==> src/rtl/psum_join_acc_pkg.sv <==
// Shared constants and helpers for the multi-core partial-sum join/accumulate unit.
// The PSUM_SAT_EN build uses the saturation bound helpers below.
package psum_pkg;

  localparam int NCORE_DEF = 2;
  localparam int SW_DEF    = 24;
  localparam int DEPTH_DEF = 4;
  localparam int CNTW_DEF  = 8;

  // Joined total width: one extra bit per doubling of the core count, so no overflow.
  function automatic int out_width(input int sw, input int ncore);
    return sw + $clog2(ncore);
  endfunction

  function automatic longint sat_hi(input int sw);
    return (longint'(1) << (sw - 1)) - 1;
  endfunction

  function automatic longint sat_lo(input int sw);
    return -(longint'(1) << (sw - 1));
  endfunction

endpackage

==> src/rtl/psum_join_acc_if.sv <==
// Channel bundle of psum_join_acc: NCORE input valid/ready channels plus one output channel.
// sat_flag exists only when PSUM_SAT_EN is defined.
interface psum_join_acc_if
  import psum_pkg::*;
#(
  parameter int NCORE = NCORE_DEF,
  parameter int SW    = SW_DEF,
  parameter int CNTW  = CNTW_DEF,
  parameter int OW    = out_width(SW, NCORE)
);
  logic [NCORE*SW-1:0] in_sum;
  logic [NCORE-1:0]    in_valid;
  logic [NCORE-1:0]    in_ready;
  logic [OW-1:0]       out_sum;
  logic                out_valid;
  logic                out_ready;
  logic [CNTW-1:0]     row_cnt;
`ifdef PSUM_SAT_EN
  logic                sat_flag;
`endif

  modport master (
    output in_sum, in_valid, out_ready,
    input  in_ready, out_sum, out_valid, row_cnt
`ifdef PSUM_SAT_EN
    , input sat_flag
`endif
  );

  modport slave (
    input  in_sum, in_valid, out_ready,
    output in_ready, out_sum, out_valid, row_cnt
`ifdef PSUM_SAT_EN
    , output sat_flag
`endif
  );
endinterface

==> src/rtl/psum_join_acc_fifo.sv <==
// Per-channel synchronous FIFO with registered head read; a pushed entry becomes
// visible at the head one cycle after its push edge.
module psum_chan_fifo #(
  parameter int SW    = 24,
  parameter int DEPTH = 4
) (
  input  logic          clk,
  input  logic          reset,
  input  logic          push_i,
  input  logic [SW-1:0] din_i,
  input  logic          pop_i,
  output logic [SW-1:0] head_o,
  output logic          full_o,
  output logic          empty_o
);
  localparam int AW = $clog2(DEPTH);
  localparam int PW = AW + 1;

  logic [SW-1:0] mem_q [DEPTH];
  logic [PW-1:0] wr_ptr_q, wr_ptr_d;
  logic [PW-1:0] wr_vis_q;
  logic [PW-1:0] rd_ptr_q, rd_ptr_d;
  logic [SW-1:0] head_q;
  logic          do_push, do_pop;

  // Full counts every written entry; empty uses the one-cycle-delayed write pointer
  // so the head register has already captured the entry when it is declared present.
  assign full_o  = (wr_ptr_q[AW] != rd_ptr_q[AW]) &&
                   (wr_ptr_q[AW-1:0] == rd_ptr_q[AW-1:0]);
  assign empty_o = (rd_ptr_q == wr_vis_q);
  assign head_o  = head_q;

  assign do_push  = push_i && !full_o;
  assign do_pop   = pop_i && !empty_o;
  assign wr_ptr_d = wr_ptr_q + PW'(do_push);
  assign rd_ptr_d = rd_ptr_q + PW'(do_pop);

  always_ff @(posedge clk) begin
    if (do_push) begin
      mem_q[wr_ptr_q[AW-1:0]] <= din_i;
    end
  end

  always_ff @(posedge clk) begin
    if (reset) begin
      wr_ptr_q <= '0;
      wr_vis_q <= '0;
      rd_ptr_q <= '0;
      head_q   <= '0;
    end else begin
      wr_ptr_q <= wr_ptr_d;
      wr_vis_q <= wr_ptr_q;
      rd_ptr_q <= rd_ptr_d;
      head_q   <= mem_q[rd_ptr_d[AW-1:0]];
    end
  end
endmodule

==> src/rtl/psum_join_acc.sv <==
// Joins NCORE per-core row sums through per-channel FIFOs and emits their signed total.
// Define PSUM_SAT_EN to clamp the total to the SW-bit range and add sat_flag.
module psum_join_acc
  import psum_pkg::*;
#(
  parameter int NCORE = NCORE_DEF,
  parameter int SW    = SW_DEF,
  parameter int DEPTH = DEPTH_DEF,
  parameter int CNTW  = CNTW_DEF
) (
  input logic             clk,
  input logic             reset,
  psum_join_acc_if.slave  bus
);
  localparam int OW = out_width(SW, NCORE);

  logic [NCORE-1:0]       full;
  logic [NCORE-1:0]       empty;
  logic [SW-1:0]          head [NCORE];
  logic signed [OW-1:0]   acc  [NCORE];
  logic signed [OW-1:0]   sum;
  logic signed [OW-1:0]   res;
  logic                   all_present;
  logic                   accept;
  logic                   fire;

  logic [OW-1:0]          out_sum_q, out_sum_d;
  logic                   out_valid_q, out_valid_d;
  logic [CNTW-1:0]        row_cnt_q, row_cnt_d;

  assign all_present = ~|empty;
  assign accept      = out_valid_q && bus.out_ready;
  assign fire        = all_present && (!out_valid_q || bus.out_ready);

  for (genvar gi = 0; gi < NCORE; gi++) begin : g_chan
    psum_chan_fifo #(
      .SW    (SW),
      .DEPTH (DEPTH)
    ) u_fifo (
      .clk     (clk),
      .reset   (reset),
      .push_i  (bus.in_valid[gi]),
      .din_i   (bus.in_sum[gi*SW +: SW]),
      .pop_i   (fire),
      .head_o  (head[gi]),
      .full_o  (full[gi]),
      .empty_o (empty[gi])
    );

    // Running sum across channels, each head sign-extended to the full output width.
    if (gi == 0) begin : g_first
      assign acc[gi] = {{(OW-SW){head[gi][SW-1]}}, head[gi]};
    end else begin : g_rest
      assign acc[gi] = acc[gi-1] + {{(OW-SW){head[gi][SW-1]}}, head[gi]};
    end
  end

  assign sum          = acc[NCORE-1];
  assign bus.in_ready = ~full;

`ifdef PSUM_SAT_EN
  localparam logic signed [OW-1:0] SAT_HI = OW'(sat_hi(SW));
  localparam logic signed [OW-1:0] SAT_LO = OW'(sat_lo(SW));

  logic sat;
  logic sat_flag_q, sat_flag_d;

  always_comb begin
    res = sum;
    sat = 1'b0;
    if (sum > SAT_HI) begin
      res = SAT_HI;
      sat = 1'b1;
    end else if (sum < SAT_LO) begin
      res = SAT_LO;
      sat = 1'b1;
    end
  end

  always_comb begin
    sat_flag_d = sat_flag_q;
    if (fire) begin
      sat_flag_d = sat;
    end
  end

  always_ff @(posedge clk) begin
    if (reset) begin
      sat_flag_q <= 1'b0;
    end else begin
      sat_flag_q <= sat_flag_d;
    end
  end

  assign bus.sat_flag = sat_flag_q;
`else
  assign res = sum;
`endif

  // A fire in the same cycle as an accept replaces the result, keeping one row per cycle.
  always_comb begin
    out_valid_d = out_valid_q;
    out_sum_d   = out_sum_q;
    if (fire) begin
      out_valid_d = 1'b1;
      out_sum_d   = res;
    end else if (accept) begin
      out_valid_d = 1'b0;
    end
    row_cnt_d = row_cnt_q + CNTW'(accept);
  end

  always_ff @(posedge clk) begin
    if (reset) begin
      out_valid_q <= 1'b0;
      out_sum_q   <= '0;
      row_cnt_q   <= '0;
    end else begin
      out_valid_q <= out_valid_d;
      out_sum_q   <= out_sum_d;
      row_cnt_q   <= row_cnt_d;
    end
  end

  assign bus.out_valid = out_valid_q;
  assign bus.out_sum   = out_sum_q;
  assign bus.row_cnt   = row_cnt_q;
endmodule

==> src/flat_wrapper.sv <==
// flat-port wrapper written by rule: the top's interface ports become plain ports
module psum_join_acc_flat import psum_pkg::*;
#(
  parameter int NCORE = NCORE_DEF,
  parameter int SW    = SW_DEF,
  parameter int DEPTH = DEPTH_DEF,
  parameter int CNTW  = CNTW_DEF
)
  (clk, reset, bus_in_sum, bus_in_valid, bus_out_ready, bus_in_ready, bus_out_sum, bus_out_valid, bus_row_cnt);
  psum_join_acc_if #(.NCORE(NCORE), .SW(SW), .CNTW(CNTW)) bus_i ();
  input logic clk;
  input logic reset;
  input wire logic [$bits(bus_i.in_sum)-1:0] bus_in_sum;
  input wire logic [$bits(bus_i.in_valid)-1:0] bus_in_valid;
  input wire logic [$bits(bus_i.out_ready)-1:0] bus_out_ready;
  output wire logic [$bits(bus_i.in_ready)-1:0] bus_in_ready;
  output wire logic [$bits(bus_i.out_sum)-1:0] bus_out_sum;
  output wire logic [$bits(bus_i.out_valid)-1:0] bus_out_valid;
  output wire logic [$bits(bus_i.row_cnt)-1:0] bus_row_cnt;
  assign bus_i.in_sum = bus_in_sum;
  assign bus_i.in_valid = bus_in_valid;
  assign bus_i.out_ready = bus_out_ready;
  assign bus_in_ready = bus_i.in_ready;
  assign bus_out_sum = bus_i.out_sum;
  assign bus_out_valid = bus_i.out_valid;
  assign bus_row_cnt = bus_i.row_cnt;
  psum_join_acc #(.NCORE(NCORE), .SW(SW), .DEPTH(DEPTH), .CNTW(CNTW)) u_core (.clk(clk), .reset(reset), .bus(bus_i));
endmodule
==> config.mk <==
export PLATFORM = sky130hd
export DESIGN_NAME = psum_join_acc_flat
export DESIGN_NICKNAME = d
export VERILOG_FILES = /design/src/rtl/psum_join_acc_pkg.sv /design/src/rtl/psum_join_acc_if.sv /design/src/rtl/psum_join_acc_fifo.sv /design/src/rtl/psum_join_acc.sv /design/src/flat_wrapper.sv
export SDC_FILE = /design/constraint.sdc
export NUM_CORES = 1
export LEC_CHECK = 0
export ABC_AREA = 1
export BUFFER_PORTS_ARGS = -buffer_cell sky130_fd_sc_hd__buf_2
export CAP_MARGIN = 20
export CORE_MARGIN = 4
export CORE_UTILIZATION = 30
export CTS_BUF_LIST = sky130_fd_sc_hd__clkbuf_4
export CTS_CLUSTER_DIAMETER = 40
export DETAILED_ROUTE_END_ITERATION = 6
export PLACE_DENSITY_LB_ADDON = 0.05
export SKIP_CTS_REPAIR_TIMING = 1
export SLEW_MARGIN = 20
export SYNTH_ARGS = -nofsm -noshare
export SYNTH_HDL_FRONTEND = slang
export SYNTH_HIERARCHICAL = 1
export SYNTH_SLANG_ARGS = --single-unit
==> constraint.sdc <==
create_clock -name clk -period 6.6 [get_ports clk]
set_clock_uncertainty 0.05 [all_clocks]
set_input_delay 0.66 -clock clk [delete_from_list [all_inputs] [get_ports clk]]
set_output_delay 0.66 -clock clk [all_outputs]
set_load 0.01 [all_outputs]
Word-level counts from Yosys, hierarchy flattened:

Memory sizes are Yosys's and may differ from the RTL's. A register that Yosys moved wholly into a read port is not among the register bits.
Cells that the tools add are included.

* register bits: 52
* bits in latches: 0
* RAM bits: 192
* ROM bits: 0
* output and inout port bits: 36
* logic and storage cells: 47
* memories kept: 2

* $add $sub $neg: 6
* multiply operators: 0
* divide/modulo/power cells: 0
* $lt $le $gt $ge: 0
* equality and inequality tests: 6
* shift operators: 0
* multiplexer cells: 6
* bitwise gates (word level): 1
* reduce and logical (&&, ||, !) cells: 17

Memories
* u_core.g_chan[0].u_fifo.mem_q: depth 4, width 24, rd ports 1, clocked after memory_dff 1, write ports 1, line psum_join_acc_fifo.sv:19 `logic [SW-1:0] mem_q [DEPTH];`
* u_core.g_chan[1].u_fifo.mem_q: depth 4, width 24, rd ports 1, clocked after memory_dff 1, write ports 1, line psum_join_acc_fifo.sv:19

Operator list (count)
* $add 24x24->25: 1
* $add 3x1->3: 4
* $add 8x1->8: 1
* $logic_and 1x1->1: 8
* $eq 3x3->1: 2
* $logic_not 1->1: 6
* $mux 1: 6
* $eq 2x2->1: 2
* $ne 1x1->1: 2
* $not 2->2: 1
* $reduce_bool 2->1: 1
* $reduce_or 2->1: 1
* $logic_or 1x1->1: 1

Depth between registers and ports, before layout:

Gate-level depths: netlist of the first run.

* depth after elaboration: 6
* depth in mapped cells: 17
* mapped depth without buffers: 14

Hierarchy:

Netlist of the first run, hierarchy kept.

Modules (own cells, without submodules)
* psum_chan_fifo (u_core.g_chan[0].u_fifo): instances 1, cells each 366, area an instance 4620.7 µm², sequential area each 3543.4 µm²
* psum_chan_fifo (u_core.g_chan[1].u_fifo): instances 1, cells each 366, area an instance 4619.4 µm², sequential area each 3543.4 µm²
* psum_join_acc: instances 1, cells each 561, area an instance 3125.5 µm², sequential area each 680.7 µm²

Worst setup path after synthesis of the first run:

No wires, ideal clock.

* kind: input to register
* start point: input port bus_out_ready
* end point: register u_core.g_chan[0].u_fifo.head_q[12], read port of u_core.g_chan[0].u_fifo.mem_q
* setup time: 0.132 ns
* data arrival time: 2.256 ns
* data required time: 6.418 ns
* path slack: 4.161 ns
* cell stages on the path: 15
* cell sequence: nor2_1 inv_1 nand2_2 inv_2 buf_2 nand2_1 inv_1 ha_1 ha_1 buf_2 inv_2 buf_2 nor2_1 o21ai_0 a21oi_1

* longest elaborated chain between the ends: 4

RTL lines
* start: declaration: line flat_wrapper.sv:15 `input wire logic [$bits(bus_i.out_ready)-1:0] bus_out_ready;`
* $logic_or 1x1->1: line psum_join_acc.sv:33 `assign fire = all_present && (!out_valid_q || bus.out_ready);`
* $logic_and 1x1->1: line psum_join_acc.sv:33
* via u_core.fire: line psum_join_acc.sv:25 `logic fire;`
* $logic_and 1x1->1: line psum_join_acc_fifo.sv:34 `assign do_pop = pop_i && !empty_o;`
* $add 3x1->3: line psum_join_acc_fifo.sv:36 `assign rd_ptr_d = rd_ptr_q + PW'(do_pop);`
* via u_core.g_chan[0].u_fifo.rd_ptr_d[1]: line psum_join_acc_fifo.sv:22 `logic [PW-1:0] rd_ptr_q, rd_ptr_d;`
* end: declaration: line psum_join_acc_fifo.sv:23 `logic [SW-1:0] head_q;`

The timed path passes the listed nets, and every way through them passes these cells.
A chain may end at the register's enable or synchronous reset.

Worst setup path in the final report of the first run:

* start point: register u_core.g_chan[0].u_fifo.rd_ptr_q[2]
* end point: register u_core.g_chan[1].u_fifo.head_q[19], read port of u_core.g_chan[1].u_fifo.mem_q

* longest elaborated chain between the ends: 6

RTL lines
* start: declaration: line psum_join_acc_fifo.sv:22
* start signal: assignment: line psum_join_acc_fifo.sv:53 `rd_ptr_q <= rd_ptr_d;`
* $eq 3x3->1: line psum_join_acc_fifo.sv:30 `assign empty_o = (rd_ptr_q == wr_vis_q);`
* via u_core.empty[0]: line psum_join_acc.sv:18 `logic [NCORE-1:0] empty;`
* $reduce_or 2->1: line psum_join_acc.sv:31 `assign all_present = ~|empty;`
* $logic_not 1->1: line psum_join_acc.sv:31
* $logic_and 1x1->1: line psum_join_acc.sv:33
* $logic_and 1x1->1: line psum_join_acc_fifo.sv:34
* $add 3x1->3: line psum_join_acc_fifo.sv:36
* via u_core.g_chan[1].u_fifo.rd_ptr_d[0]: line psum_join_acc_fifo.sv:22
* end: declaration: line psum_join_acc_fifo.sv:23

The timed path passes the listed nets, and every way through them passes these cells.

==> results of run 1 <==
power by group:
group	internal (mW)	total, mW	switching, mW
Combinational	0.112	0.358	0.246
Clock	0.961	1.70	0.735
Sequential	2.05	2.08	0.0380
Total	3.12	4.14	1.02
stage by stage:
stage          cells   util  area (um2)  setup WS, ps  power (mW)
2_1_floorplan   1293      -       12400          4160        2.34
3_3_place_gp    1873  0.327       13300          2950        2.49
3_5_place_dp    1873  0.327       13300          2890        2.49
4_1_cts         2023  0.354       14400          2960        4.23
5_1_grt         2024  0.354       14400          2770        4.39
6_report        2024  0.354       14400          3150        4.14
flip-flops by register name, indices dropped and copies added (netlist names):
name,cells
u_core/bus.out_valid,1
u_core/g_chan.u_fifo/wr_ptr_q,6
u_core/g_chan.u_fifo/head_o,48
u_core/bus.out_sum,25
u_core/g_chan.u_fifo/mem_q,192
u_core/bus.row_cnt,8
u_core/g_chan.u_fifo/wr_vis_q,6
u_core/g_chan.u_fifo/rd_ptr_q,6
cells by family after synthesis:
logic type,synth area share
simple gates,0.185
flops,0.628
buf+inv,0.0629
compound gates,0.0742
fa+ha+maj,0.0360
xor+xnor,0.0135
placed cells by master (no fill, tap or decap), types with 2 or more instances in the layout:
cell	Yosys	final
o21ai_0	76	76
dfxtp_1	100	100
buf_2	22	87
xor2_1	6	6
nand3_1	42	42
nor2_1	305	297
nand4_1	9	9
inv_2	5	9
a21o_1	3	3
bufinv_16	0	2
nor3_1	4	4
nand2_1	203	203
nor2_4	0	8
xnor2_1	13	13
clkbuf_4	0	129
inv_1	140	140
a21oi_1	65	65
ha_1	34	33
nand2_2	4	4
nor2_2	5	5
clkinv_1	0	15
o21ai_1	32	32
buf_4	2	6
edfxtp_1	192	192
nand3_2	2	2
area by class of cell:
class	instances	area [um2]	share of cell area
sequential	292	7770	0.538
antenna	1	2.50	0.000173
inverter	145	544	0.0377
tap	532	666	0.0461
clock buffer	129	968	0.0671
clock inverter	21	131	0.00910
timing repair buffer	93	480	0.0333
multi-input combinational	811	3880	0.269
layer usage:
metal / up-vias / global-route usage / wire, um
li1: 4540 / - / -
met1: 3956 / 0.196 / 15300
met2: 196 / 0.222 / 14000
met3: 53 / 0.0342 / 1690
met4: 0 / 0.0601 / 810
met5: - / 0 / 0
how the worst min path moves through the flow:
stage	end	slack, ps	depth (start not counted)
finish	u_core/g_chan[0].u_fifo/mem_q[0][16]	90	1
global route	u_core/g_chan[1].u_fifo/mem_q[2][19]	1	1
CTS	u_core/g_chan[1].u_fifo/mem_q[2][19]	-20	1
detailed placement	u_core/bus.out_sum[1]	420	2
global placement	u_core/g_chan[1].u_fifo/wr_vis_q[2]	430	2
floorplan	u_core/g_chan[0].u_fifo/wr_vis_q[2]	400	2
==> impl_metrics.ini, run 1 <==
[clock_network]
clockBufferDepth = 3
cts_made_buffers = 82
clock_latency_ps = 740
cts_tree = done
clk_transition_reported_paths_ps = 60
cts-root-buf = clkbuf_4
cts_sinks = 292
cts_max_level = 3

[yosys]
synthArstFlopShare = 0
seq_area_frac_synth = 0.628
synth_area_leaders = edfxtp_1 (47%), dfxtp_1 (16%), nor2_1 (9.3%)
synthesis.nets = 1381
yosysWarnings = 6
syn_inst = 1293
synth_top_area_share = 0.466
synth-seq-cells = 292
synth_edf_count = 192
synth_most_common_cell = nor2_1
synth_commonest_cells = nor2_1 (305), nand2_1 (203), edfxtp_1 (192)
synth.avg_cell_area_um2 = 9.56
synth_area_um2 = 12400
synth_ff_type = edfxtp_1
synthDistinctLibCells = 31
synth_top_cell_by_area = edfxtp_1

[die]
die_x_um = 211
core.rowCount = 74
ios = 89
die_area_um2 = 44500
initial_core_util = 0.303
die_h_um = 211
core_um2 = 40800

[timing]
setup_viol = 0
slew_violations = 0
fmax_ghz = 0.290
grt_setup_unrepaired = no
fin_crit_sh = 0.523
period_needed_ps = 3450
hold_violations = 0
tightest_slew_ps = 970
timing.hold.ws_ps = 87.1
relSlewSlack = 0.352
finalSetupTns_ps = 0

[worst_setup_path]
end_kind = flip-flop
path_cells = xnor2_1, nand3_1, inv_1, nor2_1, nand2_2, inv_2, buf_4, inv_1, nor2_1, ha_1, buf_4, inv_2, o21ai_0, a21oi_1
worst-r2r-setup-slack_ps = 3150
arrival_ps = 4060
cp_slowest_stage_delay_ps = 670
timing.rr.start = u_core/g_chan[0].u_fifo/rd_ptr_q[2]
crit_type = flip-flop to flip-flop
endpoint = u_core/g_chan[1].u_fifo/head_o[19]
cp_top_family = buffers and inverters
cp_num_cells = 14
cp.required_ps = 7210
ff2ff_path_depth = 14
cp-startpoint = u_core/g_chan[0].u_fifo/rd_ptr_q[2]
worstPathMaxFanout = 49
reg2reg_to = u_core/g_chan[1].u_fifo/head_o[19]
crit_buf_inv = 6
slowest_stage = inv_2
cp-start-kind = flip-flop

[status]
run_status = complete, no violations

[routing]
drt-pass1-iter-count = 5
wl_per_cell_um = 15.7
post-route-drc-count = 0
via_count = 8745
via_per_inst = 4.32
drt_iter0_markers = 372
drt-total-wl_mm = 31.8
ant_nets = 0

[pwr]
power_density_nw_per_um2 = 287
power.ir.vdd_worst_uv = 87.4
leakage_nw = 6.14

[grt]
grt_pass1_vias = 8749
gr-total-overflow = 0
grt_max_degree = 57
antenna_found_initial = 1
grt_usage = 0.144
grt_pass1_wl_mm = 49.0

[cells_and_area]
area_delta_synth_final_pct = 16.8
final_nets = 1513
drive_above_1_share = 0.170
fill_cells = 4219

[place]
gp_congestion = 0.837
dp.final_hpwl_mm = 20.7
portBuffers = 88

[worst_hold_path]
hp-start = bus_in_sum[16]
worstHoldPathType = primary input to flip-flop

[flow_run]
cap_viol_max_count = 0
No activity file was read; power rests on OpenSTA's default activity.
==> run 2: changes to the inputs <==
==> constraint.sdc (replaced) <==
create_clock -name clk -period 3.4 [get_ports clk]
set_clock_uncertainty 0.05 [all_clocks]
set_input_delay 0.34 -clock clk [delete_from_list [all_inputs] [get_ports clk]]
set_output_delay 0.34 -clock clk [all_outputs]
set_load 0.01 [all_outputs]
==> run 2 against run 1 <==
Net effect:
- register-to-register slack lost 2500 ps
- global-route usage grew 0.36 points
- final cell count grew 3.6%
- largest cell class unchanged
==> impl_metrics.ini, run 2 (same netlist as run 1, synthesis figures left out) <==
[timing]
timing.hold.ws_ps = 109
fin_crit_sh = 0.798
hold_violations = 0
finalSetupTns_ps = 0
slew_violations = 0
relSlewSlack = 0.456
fmax_ghz = 0.369
grt_setup_unrepaired = no
setup_viol = 0
tightest_slew_ps = 816
period_needed_ps = 2710
worst_slack_ps = 686

[routing]
drt_iter0_markers = 474
drt-total-wl_mm = 33.2
post-route-drc-count = 0
wl_per_cell_um = 15.8
via_count = 9092
via_per_inst = 4.34
ant_nets = 0
drt-pass1-iter-count = 4

[place]
gp_congestion = 0.822
dp.final_hpwl_mm = 21.6
place_inst = 1888
portBuffers = 88
place_ws_ps = 560
place_area_um2 = 13400

[worst_setup_path]
worst-r2r-setup-slack_ps = 690
ff2ff_path_depth = 13
cp.required_ps = 4010
end_kind = flip-flop
crit_type = flip-flop to flip-flop
arrival_ps = 3320
worstPathMaxFanout = 21
reg2reg_to = u_core/g_chan[1].u_fifo/head_o[8]
timing.rr.start = u_core/g_chan[0].u_fifo/rd_ptr_q[2]
cp-start-kind = flip-flop

[clock_network]
cts-root-buf = clkbuf_4
clockBufferDepth = 3
cts_tree = done
clock_latency_ps = 750
cts_made_buffers = 85
cts_max_level = 3
cts_sinks = 292
clk_transition_reported_paths_ps = 60

[cells_and_area]
utilization = 0.368
drive_above_1_share = 0.175
area_delta_synth_final_pct = 21.6
layout_common_cells = nor2_1 (297), nand2_1 (203), edfxtp_1 (192)
fill_cells = 4202
final_cells = 2096
final_common_cell = nor2_1
finalInstanceArea_um2 = 15000
largest_register_ffs = 192
final_nets = 1580
seqCellArea_um2 = 7770
multi_input_area_um2 = 3840

[die]
ios = 89
die_h_um = 211
die_x_um = 211
die_area_um2 = 44500
core.rowCount = 74
initial_core_util = 0.303
core_um2 = 40800

[pwr]
pwr-share-comb = 0.092
leakage_nw = 6.44
internal_power_mw = 6.09
power.ir.vdd_worst_uv = 205
p_sw_frac = 0.249
pwr-share-clk = 0.410
power_density_nw_per_um2 = 540
p_switching_mw = 2.03
power_mw = 8.12
pwr-share-seq = 0.498

[grt]
grt_pass1_wl_mm = 50.3
grt_pass1_vias = 8819
grt_usage = 0.148
grt_max_degree = 63
gr-total-overflow = 0
antenna_found_initial = 2

[worst_hold_path]
whs_endpoint = u_core/g_chan[1].u_fifo/wr_vis_q[2]
hold_depth = 2
hp-start = reset
worstHoldPathType = primary input to flip-flop

[flow_run]
cap_viol_max_count = 0

[status]
run_status = complete, no violations
## run 2: critical path, stage by stage (launching register included)
cell	delay, ps
dfxtp_1	400
xnor2_1	100
nand3_1	140
inv_1	60
nor2_1	100
nand2_2	130
inv_2	220
inv_1	90
nor2_1	120
ha_1	300
inv_2	300
buf_4	310
o21ai_0	120
a21oi_1	210
## run 2: how the worst max path moves through the flow
stage	from	endpoint	slack, ps	cells after the start
finish	u_core/g_chan[0].u_fifo/rd_ptr_q[2]	u_core/g_chan[1].u_fifo/head_o[8]	690	13
global route	u_core/g_chan[0].u_fifo/rd_ptr_q[2]	u_core/g_chan[1].u_fifo/head_o[8]	370	14
CTS	u_core/g_chan[0].u_fifo/rd_ptr_q[2]	u_core/g_chan[1].u_fifo/head_o[8]	550	13
detailed placement	u_core/g_chan[0].u_fifo/rd_ptr_q[2]	u_core/g_chan[1].u_fifo/head_o[8]	560	13
global placement	u_core/g_chan[0].u_fifo/rd_ptr_q[1]	u_core/g_chan[1].u_fifo/head_o[8]	600	13
floorplan	u_core/g_chan[1].u_fifo/rd_ptr_q[0]	u_core/g_chan[0].u_fifo/head_o[12]	1040	17
## run 2: cell type report
class | count | share of cell area
Tap cell | 532 | 0.0443
Sequential cell | 292 | 0.516
Antenna cell | 1 | 0.000166
Clock inverter | 24 | 0.00799
Multi-Input combinational cell | 811 | 0.255
Timing Repair Buffer | 157 | 0.0729
Clock buffer | 134 | 0.0669
Inverter | 145 | 0.0362
## run 2: routing by layer
| layer | share of wire | global-route usage |
|---|---|---|
| met5 | 0.00039 | 0 |
| met4 | 0.022 | 0.0559 |
| met1 | 0.48 | 0.200 |
| met2 | 0.45 | 0.232 |
| met3 | 0.044 | 0.0345 |
## run 2: power by group through the flow
stage / Sequential [mW] / Combinational, mW / Clock, mW
after global routing: 4.06 / 0.849 / 3.72
after CTS: 4.05 / 0.715 / 3.50
after global placement: 4.13 / 0.713 / 0
after detailed placement: 4.13 / 0.710 / 0
after floorplan: 4.10 / 0.439 / 0
final: 4.04 / 0.748 / 3.33
